===== config.mk =====
export PLATFORM = sky130hd
export DESIGN_NAME = uart_transmitter
export DESIGN_NICKNAME = d
export VERILOG_FILES = /design/src/rtl/uart_transmitter.sv
export SDC_FILE = /design/constraint.sdc
export NUM_CORES = 1
export LEC_CHECK = 0
export BUFFER_PORTS_ARGS = -buffer_cell sky130_fd_sc_hd__buf_2
export CAP_MARGIN = 10
export CORE_ASPECT_RATIO = 0.7
export CORE_MARGIN = 8
export CORE_UTILIZATION = 35
export CTS_CLUSTER_SIZE = 12
export DETAILED_ROUTE_END_ITERATION = 16
export SETUP_SLACK_MARGIN = 0.05
export SLEW_MARGIN = 20
export SYNTH_ARGS = -nofsm -noshare
export SYNTH_HDL_FRONTEND = slang
export SYNTH_SLANG_ARGS = --single-unit

===== constraint.sdc =====
create_clock -name clock -period 2.7 [get_ports clock]
set_input_delay 0 -clock clock [delete_from_list [all_inputs] [get_ports clock]]
set_output_delay 0 -clock clock [all_outputs]
set_load 0.02 [all_outputs]

===== src/rtl/uart_transmitter.sv =====
// 8N1 UART transmitter, LSB first, fed by a small valid/ready byte FIFO.
// Queued bytes go out back-to-back with no idle cycles between frames.
module uart_transmitter #(
    parameter int unsigned CLKS_PER_BIT = 9,
    parameter int unsigned FIFO_DEPTH   = 4
) (
    input  logic       clock,
    input  logic       reset,
    input  logic [7:0] tx_data,
    input  logic       tx_valid,
    output logic       tx_ready,
    output logic       tx,
    output logic       tx_busy,
    output logic       tx_done
);
    localparam int unsigned PTR_W = (FIFO_DEPTH > 1) ? $clog2(FIFO_DEPTH) : 1;
    localparam int unsigned CNT_W = $clog2(FIFO_DEPTH + 1);
    localparam int unsigned BIT_W = (CLKS_PER_BIT > 1) ? $clog2(CLKS_PER_BIT) : 1;

    localparam logic [BIT_W-1:0] BIT_LAST     = BIT_W'(CLKS_PER_BIT - 1);
    localparam logic [BIT_W-1:0] BIT_PRE_LAST = BIT_W'(CLKS_PER_BIT - 2);
    localparam logic [CNT_W-1:0] CNT_FULL     = CNT_W'(FIFO_DEPTH);

    typedef enum logic [1:0] {IDLE, START, DATA, STOP} state_t;

    state_t           state;
    logic [BIT_W-1:0] bit_cnt;
    logic [2:0]       bit_idx;
    logic [7:0]       shift_reg;

    logic [7:0]       fifo_mem [FIFO_DEPTH];
    logic [PTR_W-1:0] wr_ptr;
    logic [PTR_W-1:0] rd_ptr;
    logic [CNT_W-1:0] count;
    logic [CNT_W-1:0] count_next;
    logic             push;
    logic             pop;
    logic             bit_end;

    // Handshake, pop decision and next FIFO occupancy
    always_comb begin
        bit_end    = (bit_cnt == BIT_LAST);
        push       = tx_valid && tx_ready;
        pop        = (count != '0) && ((state == IDLE) || ((state == STOP) && bit_end));
        count_next = count;
        if (push && !pop) begin
            count_next = count + CNT_W'(1);
        end else if (pop && !push) begin
            count_next = count - CNT_W'(1);
        end
    end

    // FIFO storage; contents need no reset since occupancy is tracked by count
    always_ff @(posedge clock) begin
        if (push) begin
            fifo_mem[wr_ptr] <= tx_data;
        end
    end

    // FIFO pointers, occupancy and registered ready (not full)
    always_ff @(posedge clock) begin
        if (reset) begin
            wr_ptr   <= '0;
            rd_ptr   <= '0;
            count    <= '0;
            tx_ready <= 1'b1;
        end else begin
            if (push) begin
                wr_ptr <= wr_ptr + PTR_W'(1);
            end
            if (pop) begin
                rd_ptr <= rd_ptr + PTR_W'(1);
            end
            count    <= count_next;
            tx_ready <= (count_next != CNT_FULL);
        end
    end

    // Frame sequencer: start bit, 8 data bits LSB first, stop bit
    always_ff @(posedge clock) begin
        if (reset) begin
            state     <= IDLE;
            bit_cnt   <= '0;
            bit_idx   <= '0;
            shift_reg <= '0;
            tx        <= 1'b1;
            tx_busy   <= 1'b0;
            tx_done   <= 1'b0;
        end else begin
            tx_done <= 1'b0;
            case (state)
                IDLE: begin
                    bit_cnt <= '0;
                    bit_idx <= '0;
                    if (pop) begin
                        shift_reg <= fifo_mem[rd_ptr];
                        state     <= START;
                        tx        <= 1'b0;
                        tx_busy   <= 1'b1;
                    end else begin
                        tx      <= 1'b1;
                        tx_busy <= 1'b0;
                    end
                end
                START: begin
                    if (bit_end) begin
                        bit_cnt   <= '0;
                        bit_idx   <= '0;
                        tx        <= shift_reg[0];
                        shift_reg <= {1'b0, shift_reg[7:1]};
                        state     <= DATA;
                    end else begin
                        bit_cnt <= bit_cnt + BIT_W'(1);
                    end
                end
                DATA: begin
                    if (bit_end) begin
                        bit_cnt <= '0;
                        if (bit_idx == 3'd7) begin
                            tx    <= 1'b1;
                            state <= STOP;
                        end else begin
                            bit_idx   <= bit_idx + 3'd1;
                            tx        <= shift_reg[0];
                            shift_reg <= {1'b0, shift_reg[7:1]};
                        end
                    end else begin
                        bit_cnt <= bit_cnt + BIT_W'(1);
                    end
                end
                STOP: begin
                    // Raise done on entry to the last stop cycle so it is high during it
                    if (bit_cnt == BIT_PRE_LAST) begin
                        tx_done <= 1'b1;
                    end
                    if (bit_end) begin
                        bit_cnt <= '0;
                        bit_idx <= '0;
                        if (pop) begin
                            shift_reg <= fifo_mem[rd_ptr];
                            tx        <= 1'b0;
                            state     <= START;
                        end else begin
                            tx      <= 1'b1;
                            tx_busy <= 1'b0;
                            state   <= IDLE;
                        end
                    end else begin
                        bit_cnt <= bit_cnt + BIT_W'(1);
                    end
                end
                default: begin
                    state <= IDLE;
                end
            endcase
        end
    end

endmodule


==> results of run 1 <==
## Yosys cell counts, types with 2 or more instances
library cell / instances / share of area, %
o211ai_1: 3 / 0.81
nor2_1: 16 / 2.2
o21ai_0: 2 / 0.36
edfxtp_1: 32 / 34
dfxtp_1: 30 / 22
clkbuf_1: 4 / 0.54
nor2b_1: 2 / 0.45
and3_1: 5 / 1.1
a22oi_1: 2 / 0.54
a21oi_1: 14 / 2.5
nand2_1: 10 / 1.3
mux2i_1: 9 / 3.2
xnor2_1: 3 / 0.94
xor2_1: 2 / 0.63
mux4_2: 8 / 6.5
a311oi_1: 6 / 1.9
o22ai_1: 2 / 0.45
nand3_1: 3 / 0.54
nand2b_1: 2 / 0.45
a311oi_2: 2 / 1.1
ha_1: 16 / 7.2
a21o_1: 2 / 0.54
buf_6: 2 / 0.81
a31oi_1: 2 / 0.45
a22oi_2: 2 / 0.90
nand4b_1: 2 / 0.63
nand4_1: 2 / 0.45
inv_1: 10 / 1.3
or2_2: 2 / 0.45
## what timing repair did
item	4_1_cts	5_1_grt
endpoints found under the hold margin	32	0
setup buffers	0	0
hold buffers	8	0
## cells by family (layout without fill, tap and decap cells)
kind of cell               count (synthesis)  in the layout  share of synthesized area [%]
muxes                                     17             17                           9.69
buffers and inverters                     19             51                           3.27
adders and majority gates                 16             16                           7.18
AOI/OAI and AO/OA                         45             45                           12.2
and+or+nand+nor                           52             52                           10.0
xor gates and xnor gates                   5              5                           1.57
DFF                                       62             62                           56.0
## per-layer routing
layer	vias up	routed length [um]	GRT usage (%)
li1	872	-	-
met1	870	2790	14.3
met2	23	2290	14.5
met3	8	221	4.50
met4	0	74	3.64
met5	-	0	0
## power breakdown
part | switching, uW | total [uW] | internal (uW)
clock network | 427 | 1240 | 810
logic | 788 | 1420 | 631
registers | 135 | 1310 | 1180
total | 1350 | 3970 | 2620
## final cells by class
type                    count  area [um2]
fillers                   715        4450
multi-input cells         135        1140
inverters                  11        41.3
clock buffers               9         225
well taps                 101         126
flip-flops and latches     62        1560
clock inverters             7        97.6
repair buffers             24         165
## through the flow
stage / setup slack, ns / power (uW)
global route: 0.359 / 4210
global placement: 0.647 / 2700
CTS: 0.554 / 4000
floorplan: 0.766 / 2460
finish: 0.535 / 3970
detailed placement: 0.576 / 2730
## worst paths after layout
check | endpoint | slack [ns] | cells past startpoint
hold reg to reg | bit_cnt[0]$_SDFF_PP0_ | 0.46 | 1
setup reg to reg | shift_reg[4]$_SDFFE_PP0P_ | 0.54 | 6
hold / removal | tx_done$_SDFF_PP0_ | 0.13 | 2
setup / recovery | shift_reg[4]$_SDFFE_PP0P_ | 0.54 | 6
## worst max-delay path, delay by kind of cell, from the launching register on
kind            cells  cell delay, ns
compound gates      3            1.04
fa+ha+maj           1            0.37
buf+inv             2            0.26
flops               1            0.40
==> metrics.yaml, run 1 <==
outcome: "complete, no violations"
grt_max_degree: 27
path_clk_slew_ns: 0.05
drv_cap: 0
dp_hpwl_um: 3610
finish.utilization_pct: 43.0
synth_cell_types: 48
r2r-start: "state[0]$_SDFFE_PP0P_"
placed_cells: 325
final_common_cell: "edfxtp_1"
cts_tree: "built"
port-buffer-count: 14
power_leakage_uw: 0.00127
drc: 0
start_util_pct: 35.7
slew_headroom_pct: 53.2
synth-seq-area-share_pct: 56.0
place_area_um2: 2950
worst_pin_slew_ns: 0.701
synthToLayoutAreaGrowth_pct: 20.2
setup_viol: 0
die_y_um: 90.7
cp-start-kind: "flip-flop"
wire_per_inst_um: 15.4
totalWireLength_um: 5380
arrival_ns: 2.40
fin_crit_ns: 2.16
firstDrtPassIters: 5
place_congestion: 0.754
synth_ff_type: "edfxtp_1"
ir_drop_mv: 0.442
cp_slowest_cell: "a22oi_2"
antenna_found_initial: 0
post_cts_resized: 0
core_um2: 7800
async_flop_share_pct: 0
die_area_um2: 11100
layout.cells.non_filler: 349
netlist_instances: 216
layout.nets: 270
grtUsageTotal_pct: 10.5
fin_skew_ns: 0.00388
rows: 27
numCtsBuffers: 9
vias: 1773
grt_setup_unrepaired: "no"
yosys_warnings: 0
largest_register_ffs: 32
insertion_delay_ns: 0.33
clock-root-buffer: "clkbuf_16"
mostFrequentLayoutCells: "32 x edfxtp_1, 30 x dfxtp_1, 16 x nor2_1, 16 x ha_1"
grt_pass1_vias: 1813
crit_fanout: 16
clock-sinks: 62
syn-num-nets: 243
drtIter0Drc: 83
hp-class: "in2reg"
hold_violations: 0
cts_max_level: 3
fin_crit_sh_pct: 80.2
crit_chain: "inv_1 -> ha_1 -> inv_2 -> a22oi_2 -> a21oi_1 -> a311oi_1"
ant_nets: 0
synth.ff_latch_count: 62
drive_gt1_share_pct: 20.6
die_w_um: 123
clockBufferDepth: 2
io_pins: 15
crit_start: "state[0]$_SDFFE_PP0P_"
p_per_area_nw_per_um2: 1180
antennaDiodeCount: 0
slowest_delay_ns: 0.60
hp-start: "reset"
netlist_area_um2: 2790
viasPerCell: 5.08
avgSynthCellArea_um2: 12.9
final_area_um2: 3350
grt_pass1_wl_um: 9040
slew_violations: 0
setup.worst_path.class: "reg2reg"
grt_remaining_overflow: 0
synth-edff-count: 32
end_kind: "flip-flop"
fin_tns_setup_ns: 0
whs_ns: 0.134
max_freq_mhz: 462
crit_required_ns: 2.93
(Power assumes the default switching activity.)
==> run 2: changes to the inputs <==
==> constraint.sdc (replaced) <==
create_clock -name clock -period 1.8 [get_ports clock]
set_input_delay 0 -clock clock [delete_from_list [all_inputs] [get_ports clock]]
set_output_delay 0 -clock clock [all_outputs]
set_load 0.02 [all_outputs]
==> run 2 against run 1 <==
  * Final cell count up 8.9%
  * Register-to-register slack worse by 0.52 ns
  * Clock-buffer cell count unchanged
  * Die area unchanged
  * Utilization up 5.7 points
  * Clock power up 61%
  * Worst setup slack worse by 0.52 ns
  * Critical path type unchanged
  * Largest power group unchanged
==> metrics.yaml, run 2 (same netlist as run 1, synthesis figures left out) <==
clock-sinks: 62
power_leakage_uw: 0.00146
mostFrequentLayoutCells: "32 x edfxtp_1, 26 x buf_4, 25 x dfxtp_1, 16 x nor2_1, 14 x buf_2"
cts_tree: "built"
cts_max_level: 3
p_comb_share_pct: 45.2
antenna_found_initial: 0
final_common_cell: "edfxtp_1"
place_congestion: 0.792
holdPathStages: 4
die_area_um2: 11100
crit_required_ns: 2.03
setup_viol: 0
drive_gt1_share_pct: 36.6
outcome: "complete, no violations"
fin_crit_ns: 1.79
grt_pass1_vias: 1944
ant_nets: 0
setup.worst_path.class: "reg2reg"
die_w_um: 123
slew_violations: 0
grtUsageTotal_pct: 11.3
slowest_delay_ns: 0.36
wl_met1_um: 2910
fin_skew_ns: 0.00569
p_clk_share_pct: 27.4
firstDrtPassIters: 5
numCtsBuffers: 9
grt_setup_unrepaired: "yes"
io_pins: 15
insertion_delay_ns: 0.33
place_area_um2: 3120
clock-root-buffer: "clkbuf_16"
hp-class: "in2reg"
antennaDiodeCount: 0
end_kind: "flip-flop"
grt_max_degree: 17
final_area_um2: 3800
seq_power_share_pct: 27.4
worst_pin_slew_ns: 0.456
wl_met2_um: 2840
p_switching_uw: 2390
hold_violations: 0
power.total_uw: 7280
start_util_pct: 35.7
r2r_cells: 7
core_um2: 7800
ir_drop_mv: 0.974
arrival_ns: 2.01
cp_slowest_cell: "dfxtp_4"
drv_cap: 0
viasPerCell: 5.07
cp-start-kind: "flip-flop"
layout.nets: 301
grt_remaining_overflow: 0
crit_chain: "buf_6 -> ha_4 -> or3_4 -> a22oi_2 -> buf_12 -> a21oi_2 -> a311oi_1"
crit_fanout: 15
clockBufferDepth: 2
drc: 0
swShare_pct: 32.8
port-buffer-count: 14
die_y_um: 90.7
rows: 27
totalWireLength_um: 6050
drtIter0Drc: 89
wl_met3_um: 205
p_per_area_nw_per_um2: 1920
path_clk_slew_ns: 0.06
vias: 1928
p_int_uw: 4900
synthToLayoutAreaGrowth_pct: 36.2
wire_per_inst_um: 15.9
fin_crit_sh_pct: 99.2
grt_pass1_wl_um: 9790
dp_hpwl_um: 3760
max_freq_mhz: 560
top_layer: "met4"
largest_register_ffs: 32
slew_headroom_pct: 69.6
-- run 2: critical path: cells and delay by family, from the launching register on --
family	cells	cell delay (ns)
AO/OA/AOI/OAI	3	0.53
adder cells (fa/ha/maj)	1	0.14
buffers and inverters	2	0.30
flip-flops	1	0.36
AND/OR/NAND/NOR	1	0.34
-- run 2: cell type report --
cell class                 count  area, um2
clock buffer                   9        225
clock inverter                 7        123
fill                         672       4010
inverter                      11       48.8
multi-input combinational    135       1250
sequential                    62       1570
tap                          101        126
timing repair buffer          55        452
-- run 2: what timing repair did --
action	CTS	global route
pin swaps	3	7
gates cloned	1	0
resized for setup	6	21
hold buffers	11	0
hold endpoints to repair	33	0
setup buffers	2	9
endpoints found under the setup margin	5	16
-- run 2: per-layer routing --
layer / global-route usage [%] / vias up
li1: - / 939
met1: 14.5 / 949
met2: 16.7 / 33
met3: 4.62 / 7
met4: 3.94 / 0
met5: 0 / -
-- run 2: power by group through the flow --
stage	combinational [uW]	clock (uW)	sequential (uW)
final	3290	2000	1990
after global routing	3570	2100	2030
after CTS	2900	2030	1960
after detailed placement	2530	0	1980
after global placement	2500	0	1970
after floorplan	1770	0	1950
-- run 2: per-stage QoR --
| step | utilization, % | instances | hold slack [ns] | worst slack, ns | TNS, ns |
|---|---|---|---|---|---|
| global route | 48.7 | 380 | 0.180 | -0.0310 | -0.0752 |
| CTS | 46.8 | 371 | 0.133 | 0.0443 | 0 |
| detailed placement | 39.9 | 341 | 0.220 | -0.0179 | -0.0179 |
| finish | 48.7 | 380 | 0.171 | 0.0143 | 0 |
| global placement | 39.9 | 341 | 0.218 | 0.0205 | 0 |
| floorplan | - | 216 | 0.0989 | 0.0498 | 0 |
-- run 2: path summary, 6_finish.rpt --
path | start | to | slack [ns]
worst max-delay path | state[1]$_SDFFE_PP0P_ | shift_reg[4]$_SDFFE_PP0P_ | 0.01
worst min-delay path | tx_valid | wr_ptr[1]$_SDFFE_PP0P_ | 0.17
worst max register to register | state[1]$_SDFFE_PP0P_ | shift_reg[4]$_SDFFE_PP0P_ | 0.01
worst min register to register | count[1]$_SDFF_PP0_ | count[1]$_SDFF_PP0_ | 0.50
